### src/rtl/acia_rx.sv
// ACIA 8N1 serial receiver: synchronises rx_serial, validates the start bit and
// samples eight data bits plus the stop bit at bit centres, timed in pclk ticks.
module acia_rx #(
    parameter int clk_freq = 3333333,
    parameter int sym_rate = 115200
) (
    input  logic       clk,
    input  logic       reset,
    input  logic       pclk,
    input  logic       rx_serial,
    input  logic       rx_ack,
    output logic [7:0] rx_dat,
    output logic       rx_valid,
    output logic       rx_ferr,
    output logic       rx_ovr,
    output logic       rx_busy
);
    localparam int BIT_TICKS = clk_freq / sym_rate;
    localparam int SCW = $clog2(BIT_TICKS);
    localparam logic [SCW-1:0] HALF_LOAD = SCW'(BIT_TICKS / 2 - 1);
    localparam logic [SCW-1:0] FULL_LOAD = SCW'(BIT_TICKS - 1);

    typedef enum logic [1:0] {IDLE, START, DATA, STOP} state_t;

    state_t         state_q, state_d;
    logic           s1_q, s1_d, s2_q, s2_d;
    logic           armed_q, armed_d;
    logic [SCW-1:0] rcnt_q, rcnt_d;
    logic [2:0]     bcnt_q, bcnt_d;
    logic [7:0]     shift_q, shift_d;
    logic [7:0]     rx_dat_q, rx_dat_d;
    logic           rx_valid_q, rx_valid_d;
    logic           rx_ferr_q, rx_ferr_d;
    logic           rx_ovr_q, rx_ovr_d;
    logic           rx_busy_q, rx_busy_d;

    always_comb begin
        state_d    = state_q;
        s1_d       = rx_serial;
        s2_d       = s1_q;
        armed_d    = armed_q;
        rcnt_d     = rcnt_q;
        bcnt_d     = bcnt_q;
        shift_d    = shift_q;
        rx_dat_d   = rx_dat_q;
        rx_valid_d = rx_valid_q;
        rx_ferr_d  = rx_ferr_q;
        rx_ovr_d   = rx_ovr_q;

        // The CPU acknowledge is honoured on any clk; a completing byte below overrides it.
        if (rx_ack) begin
            rx_valid_d = 1'b0;
            rx_ferr_d  = 1'b0;
            rx_ovr_d   = 1'b0;
        end

        if (pclk) begin
            case (state_q)
                IDLE: begin
                    if (armed_q && !s2_q) begin
                        state_d = START;
                        armed_d = 1'b0;
                        rcnt_d  = HALF_LOAD;
                    end else if (s2_q) begin
                        armed_d = 1'b1;
                    end
                end
                START: begin
                    if (rcnt_q == '0) begin
                        if (s2_q) begin
                            state_d = IDLE;
                            armed_d = 1'b1;
                        end else begin
                            state_d = DATA;
                            rcnt_d  = FULL_LOAD;
                            bcnt_d  = 3'd0;
                        end
                    end else begin
                        rcnt_d = rcnt_q - SCW'(1);
                    end
                end
                DATA: begin
                    if (rcnt_q == '0) begin
                        shift_d = {s2_q, shift_q[7:1]};
                        rcnt_d  = FULL_LOAD;
                        if (bcnt_q == 3'd7) state_d = STOP;
                        else                bcnt_d  = bcnt_q + 3'd1;
                    end else begin
                        rcnt_d = rcnt_q - SCW'(1);
                    end
                end
                STOP: begin
                    // Leaving at the stop-bit centre leaves half a bit to re-arm for the next start edge.
                    if (rcnt_q == '0) begin
                        state_d    = IDLE;
                        rx_dat_d   = shift_q;
                        rx_ferr_d  = ~s2_q;
                        rx_valid_d = 1'b1;
                        rx_ovr_d   = (rx_ovr_q | rx_valid_q) & ~rx_ack;
                        armed_d    = s2_q;
                    end else begin
                        rcnt_d = rcnt_q - SCW'(1);
                    end
                end
                default: state_d = IDLE;
            endcase
        end

        rx_busy_d = (state_d != IDLE);
    end

    always_ff @(posedge clk) begin
        if (reset) begin
            state_q    <= IDLE;
            s1_q       <= 1'b1;
            s2_q       <= 1'b1;
            armed_q    <= 1'b0;
            rcnt_q     <= '0;
            bcnt_q     <= 3'd0;
            shift_q    <= 8'h00;
            rx_dat_q   <= 8'h00;
            rx_valid_q <= 1'b0;
            rx_ferr_q  <= 1'b0;
            rx_ovr_q   <= 1'b0;
            rx_busy_q  <= 1'b0;
        end else begin
            state_q    <= state_d;
            s1_q       <= s1_d;
            s2_q       <= s2_d;
            armed_q    <= armed_d;
            rcnt_q     <= rcnt_d;
            bcnt_q     <= bcnt_d;
            shift_q    <= shift_d;
            rx_dat_q   <= rx_dat_d;
            rx_valid_q <= rx_valid_d;
            rx_ferr_q  <= rx_ferr_d;
            rx_ovr_q   <= rx_ovr_d;
            rx_busy_q  <= rx_busy_d;
        end
    end

    assign rx_dat   = rx_dat_q;
    assign rx_valid = rx_valid_q;
    assign rx_ferr  = rx_ferr_q;
    assign rx_ovr   = rx_ovr_q;
    assign rx_busy  = rx_busy_q;
endmodule
### config.mk
export PLATFORM = sky130hd
export DESIGN_NAME = acia_rx
export DESIGN_NICKNAME = d
export VERILOG_FILES = /design/src/rtl/acia_rx.sv
export SDC_FILE = /design/constraint.sdc
export NUM_CORES = 1
export LEC_CHECK = 0
export BUFFER_PORTS_ARGS = -buffer_cell sky130_fd_sc_hd__clkbuf_2
export CAP_MARGIN = 20
export CORE_UTILIZATION = 55
export DETAILED_ROUTE_END_ITERATION = 16
export PLACE_DENSITY = 0.86
export SLEW_MARGIN = 20
export SYNTH_ARGS = -nofsm -noshare
export SYNTH_HDL_FRONTEND = slang
export SYNTH_SLANG_ARGS = --single-unit
### constraint.sdc
create_clock -name clk -period 2.6 [get_ports clk]
set_input_delay 0.52 -clock clk [delete_from_list [all_inputs] [get_ports clk]]
set_output_delay 0.52 -clock clk [all_outputs]
set_load 0.05 [all_outputs]
; Word level (Yosys, flattened, before mapping)
; Index checks and enable logic that the tools add are counted.
[op_classes]
n_mux = 36
n_reduce_logical = 12
eq_ne = 12
n_bitwise = 4
addsub = 2
[op_table]
columns = operator, n
row1 = two-way mux 5 bit, 5
row2 = one-hot mux 5 bit (4 select lines), 1
row3 = two-way mux 1 bit, 16
row4 = two-way mux 2 bit, 7
row5 = "inequality test 2 bit, second input constant", 7
row6 = two-way mux 3 bit, 4
row7 = one-hot mux 2 bit (4 select lines), 1
row8 = AND reduction 4 bit, 2
row9 = one-hot mux 3 bit (2 select lines), 1
row10 = AND reduction 3 bit, 2
row11 = AND reduction 6 bit, 1
row12 = zero test 5 bit, 1
row13 = "subtractor 5 x 1 -> 5 bit, second input constant", 1
row14 = "== test 2 bit, second input constant", 2
row15 = nonzero test 2 bit, 2
row16 = "adder 3 x 1 -> 3 bit, second input constant", 1
row17 = "== test 3 bit, second input constant", 1
row18 = "inequality test 3 bit, second input constant", 1
row19 = one-hot mux 1 bit (3 select lines), 1
row20 = nonzero test 3 bit, 1
row21 = "== test 2 x 1 -> 1 bit, second input constant", 1
row22 = zero test 2 bit, 1
row23 = NOT 1 bit, 2
row24 = bitwise AND 1 bit, 1
row25 = other kinds (3), 3
[word_totals]
reg_bits = 33
inputBits = 5
out_inout_bits = 12
elab_cells = 78

; Logic depth before layout (Yosys ltp)
[logic_depth]
word_depth = 6
ltp_mapped = 8
depth_no_buf = 6

; Worst setup path after synthesis
; No wires, ideal clock.
[synth_path]
kind = register -> register
start = reg state_q[0]
end = reg bcnt_q[0]
setup_slack_ns = 0.752
setup_time_ns = 0.067
arrival_ns = 1.781
path_stages_with_launch = 8
required_ns = 2.533
synth_period_minus_slack_ns = 1.848
path_buffers = 1
cell_sequence = dfxtp_1 > inv_1 > ha_1 > clkbuf_1 > a22oi_1 > o2111ai_4 > or3b_1 > a21oi_2
[synth_via]
elab_chain_cells = 3
word_cells_on_any_way = 9
classes_between = 6 x eq/ne / 1 x mux / 2 x reduce/logical
[synth_lines]
columns = element, line_no
row1 = start: declaration, 25  ; state_t state_q, state_d;
row2 = start signal: assignment, 127  ; state_q <= state_d;
row3 = == test 2 bit / == test 2 x 1 -> 1 bit (equally long branches), 58  ; case (state_q)
row4 = inequality test 2 bit (no line) / nonzero test 2 bit (equally long branches), --
row5 = AND reduction 6 bit (no line), --
row6 = end signal: assignment, 132  ; bcnt_q <= bcnt_d;
row7 = end: declaration, 29  ; logic [2:0] bcnt_q, bcnt_d;
; Several ways; a longest one is shown, not always the timed one.
; A chain may end at the register's enable or synchronous reset.

; Final worst setup path
[layout_path]
start = reg rcnt_q[0]
end = reg bcnt_q[0]
[layout_via]
elab_chain_cells = 3
word_cells_on_any_way = 4
classes_between = 2 x eq/ne / 2 x reduce/logical
[layout_lines]
columns = element, line_no
row1 = start: declaration, 28  ; logic [SCW-1:0] rcnt_q, rcnt_d;
row2 = start signal: assignment, 131  ; rcnt_q <= rcnt_d;
row3 = zero test 5 bit (*), "69, 83"
row4 = inequality test 2 bit (no line), --
row5 = AND reduction 6 bit (no line) (*), --
; Every way passes the cells marked *; elsewhere a longest branch is shown, timed or not.

==> flow_summary.yaml <==
finish:
  final_layout_size_suffix_gt1_share_pct: 16.93
  fin_nets: 201
  multiInputGateArea_um2: 803.3
  syn2layout_area_growth_pct: 8.735
  final_cell_mix: "33 x dfxtp_1, 25 x nand2_1, 19 x a21oi_1"
  n_fill_cell: 212
  n_antenna_cell: 0
  final_util_pct: 65.49
  final_common_cell: "dfxtp_1"
  regArea_um2: 660.6
critical_path:
  critPathRequiredTime_ns: 2.86
  worstSetupStartpointType: "flop"
  arrival_ns: 2.35
  crit_type: "flop to flop"
  worstSetupStartpoint: "rcnt_q[0]"
  worstReg2RegStart: "rcnt_q[0]"
  worstSetupEndpointType: "flop"
  path_max_fanout: 12
clock_network:
  cts_buffers: 5
  cts_resized: 0
  clk_pin_slew_ns: 0.10
  postCtsSetupRepairBufs: 0
  insertion_delay_ns: 0.34
  cts.sinks: 33
  htree_levels: 2
  hold_buffers: 0
  max-clock-path-buffers: 2
  cts_tree: "built"
  clockRootBuffer: "clkbuf_4"
sta:
  setup_tns_ns: 0
  setup_violations: 0
  rsz0062_at_grt: "false"
  relSlewSlack_pct: 54.38
  max_freq_mhz: 479.7
  tightest_slew_ns: 0.6814
  fin_skew_ns: 0.01245
  timing.final.crit_period_ns: 2.085
  whs_ns: 0.3664
  period_share_pct: 80.19
  hold_viol: 0
  setup_ws_ns: 0.5152
  final_max_slew_viol_count: 0
routing:
  drt.antenna.violating_nets: 0
  routed_wl_um: 2913
  wl_per_cell_um: 13.30
  drt_iter0_drc: 15
  drtPass1Iterations: 4
  post-route-drc-count: 0
  via_count: 1243
  via_per_inst: 5.676
synthesis:
  netlist_area_um2: 1533
  synth_nets: 186
  syn_area_per_cell_um2: 8.860
  synth_enable_flop_cells: 0
  synth_cell_types: 41
  yosysWarnings: 0
  synth-seq-area-share_pct: 43.10
  synthCells: 173
  synthArstFlopShare_pct: 0
  ys_seq_elements: 33
  synthFlopType: "dfxtp_1"
grt:
  grt_pass1_vias: 1058
  grt_pass1_wl_um: 4740
  grt_use_total_pct: 22.47
  antenna_found_initial: 0
  grt_overflow: 0
  grt_max_degree: 35
job:
  cap_violations: 0
hold_path:
  min_path_type: "input port to flop"
  min_from: "rx_serial"
floorplanning:
  die_h_um: 54.79
  pin_count: 17
  dieArea_um2: 3002
  fp.coreArea_um2: 2545
  die_w_um: 54.79
  initial_core_util_pct: 60.23
  rows: 18
status:
  status: "complete, no violations"
pwr:
  p_total_uw: 855.8
  p_leak_nw: 0.7126
  max-vdd-ir-drop_v: 0.0004850
  p_per_area_nw_per_um2: 513.5
place:
  gp_congestion: 0.8134
  io_buffer_count: 16
  preCtsSetupSlack_ns: 0.5387
  place_hpwl_um: 2052
[sequential cells by signal, summed over array words and instances (netlist names), 2 cells and up]
signal   count
rx_dat       8
shift_q      8
rcnt_q       5
bcnt_q       3
state_q      2
[layer usage]
metal	vias up	GRT usage, %	part of all wire, %
met5	-	0	0
met4	0	10.68	2.5
met3	9	5.833	3.6
met2	30	34.54	49
met1	575	28.93	45
li1	629	-	-
[synthesized netlist by cell type (2+ instances only)]
cell type,number,area [um2]
a21o_1,2,15.01
a21oi_1,19,95.09
a22oi_1,2,15.01
clkbuf_1,5,18.77
dfxtp_1,33,660.6
ha_1,8,100.1
inv_1,8,30.03
mux2i_1,8,80.08
nand2_1,25,93.84
nand2b_1,3,18.77
nand3_1,2,10.01
nor2_1,14,52.55
nor2b_1,3,18.77
nor3_1,6,30.03
o21ai_0,3,15.01
o311ai_0,2,17.52
or2_0,2,12.51
or2_2,3,18.77
or3_1,3,18.77
[area by class of cell]
cell class / instances / area share, %
repair buffers: 16 / 4.805
inverters: 8 / 1.802
clock buffers: 5 / 2.252
clock inverters: 3 / 1.051
well taps: 30 / 2.252
multi-input cells: 124 / 48.20
flip-flops and latches: 33 / 39.64
[cell families after synthesis]
| family | Yosys count | synth area share (%) |
|---|---|---|
| fa+ha+maj | 8 | 6.531 |
| compound gates | 40 | 18.04 |
| simple gates | 68 | 22.61 |
| buf+inv | 16 | 4.489 |
| mux | 8 | 5.225 |
| flops | 33 | 43.10 |
[through the flow]
| stage | cell area [um2] | instances |
|---|---|---|
| finish | 1667 | 219 |
| global route | 1667 | 219 |
| CTS | 1667 | 219 |
| detailed placement | 1612 | 211 |
| global placement | 1612 | 211 |
| floorplan | 1533 | 173 |
[worst max-delay path, stage by stage, from the launching register on]
cell	delay [ns]
dfxtp_1	0.34
inv_1	0.06
ha_1	0.20
nor4b_4	0.60
o2111ai_4	0.26
or3b_1	0.44
a21oi_2	0.12
[power by group]
group	switching (mW)	internal, mW	total (mW)	leakage (nW)
logic	0.0393	0.0211	0.0605	0.415
registers	0.00560	0.511	0.517	0.267
clock network	0.177	0.102	0.279	0.0310
total	0.222	0.634	0.856	0.713
[worst paths after layout]
check                    to  slack (ns)  cells after the start
setup / recovery  bcnt_q[0]        0.52                      6
hold / removal         s1_q        0.37                      2
hold reg to reg        s2_q        0.42                      1
setup reg to reg  bcnt_q[0]        0.52                      6
Power figures use the tool's default switching activity.
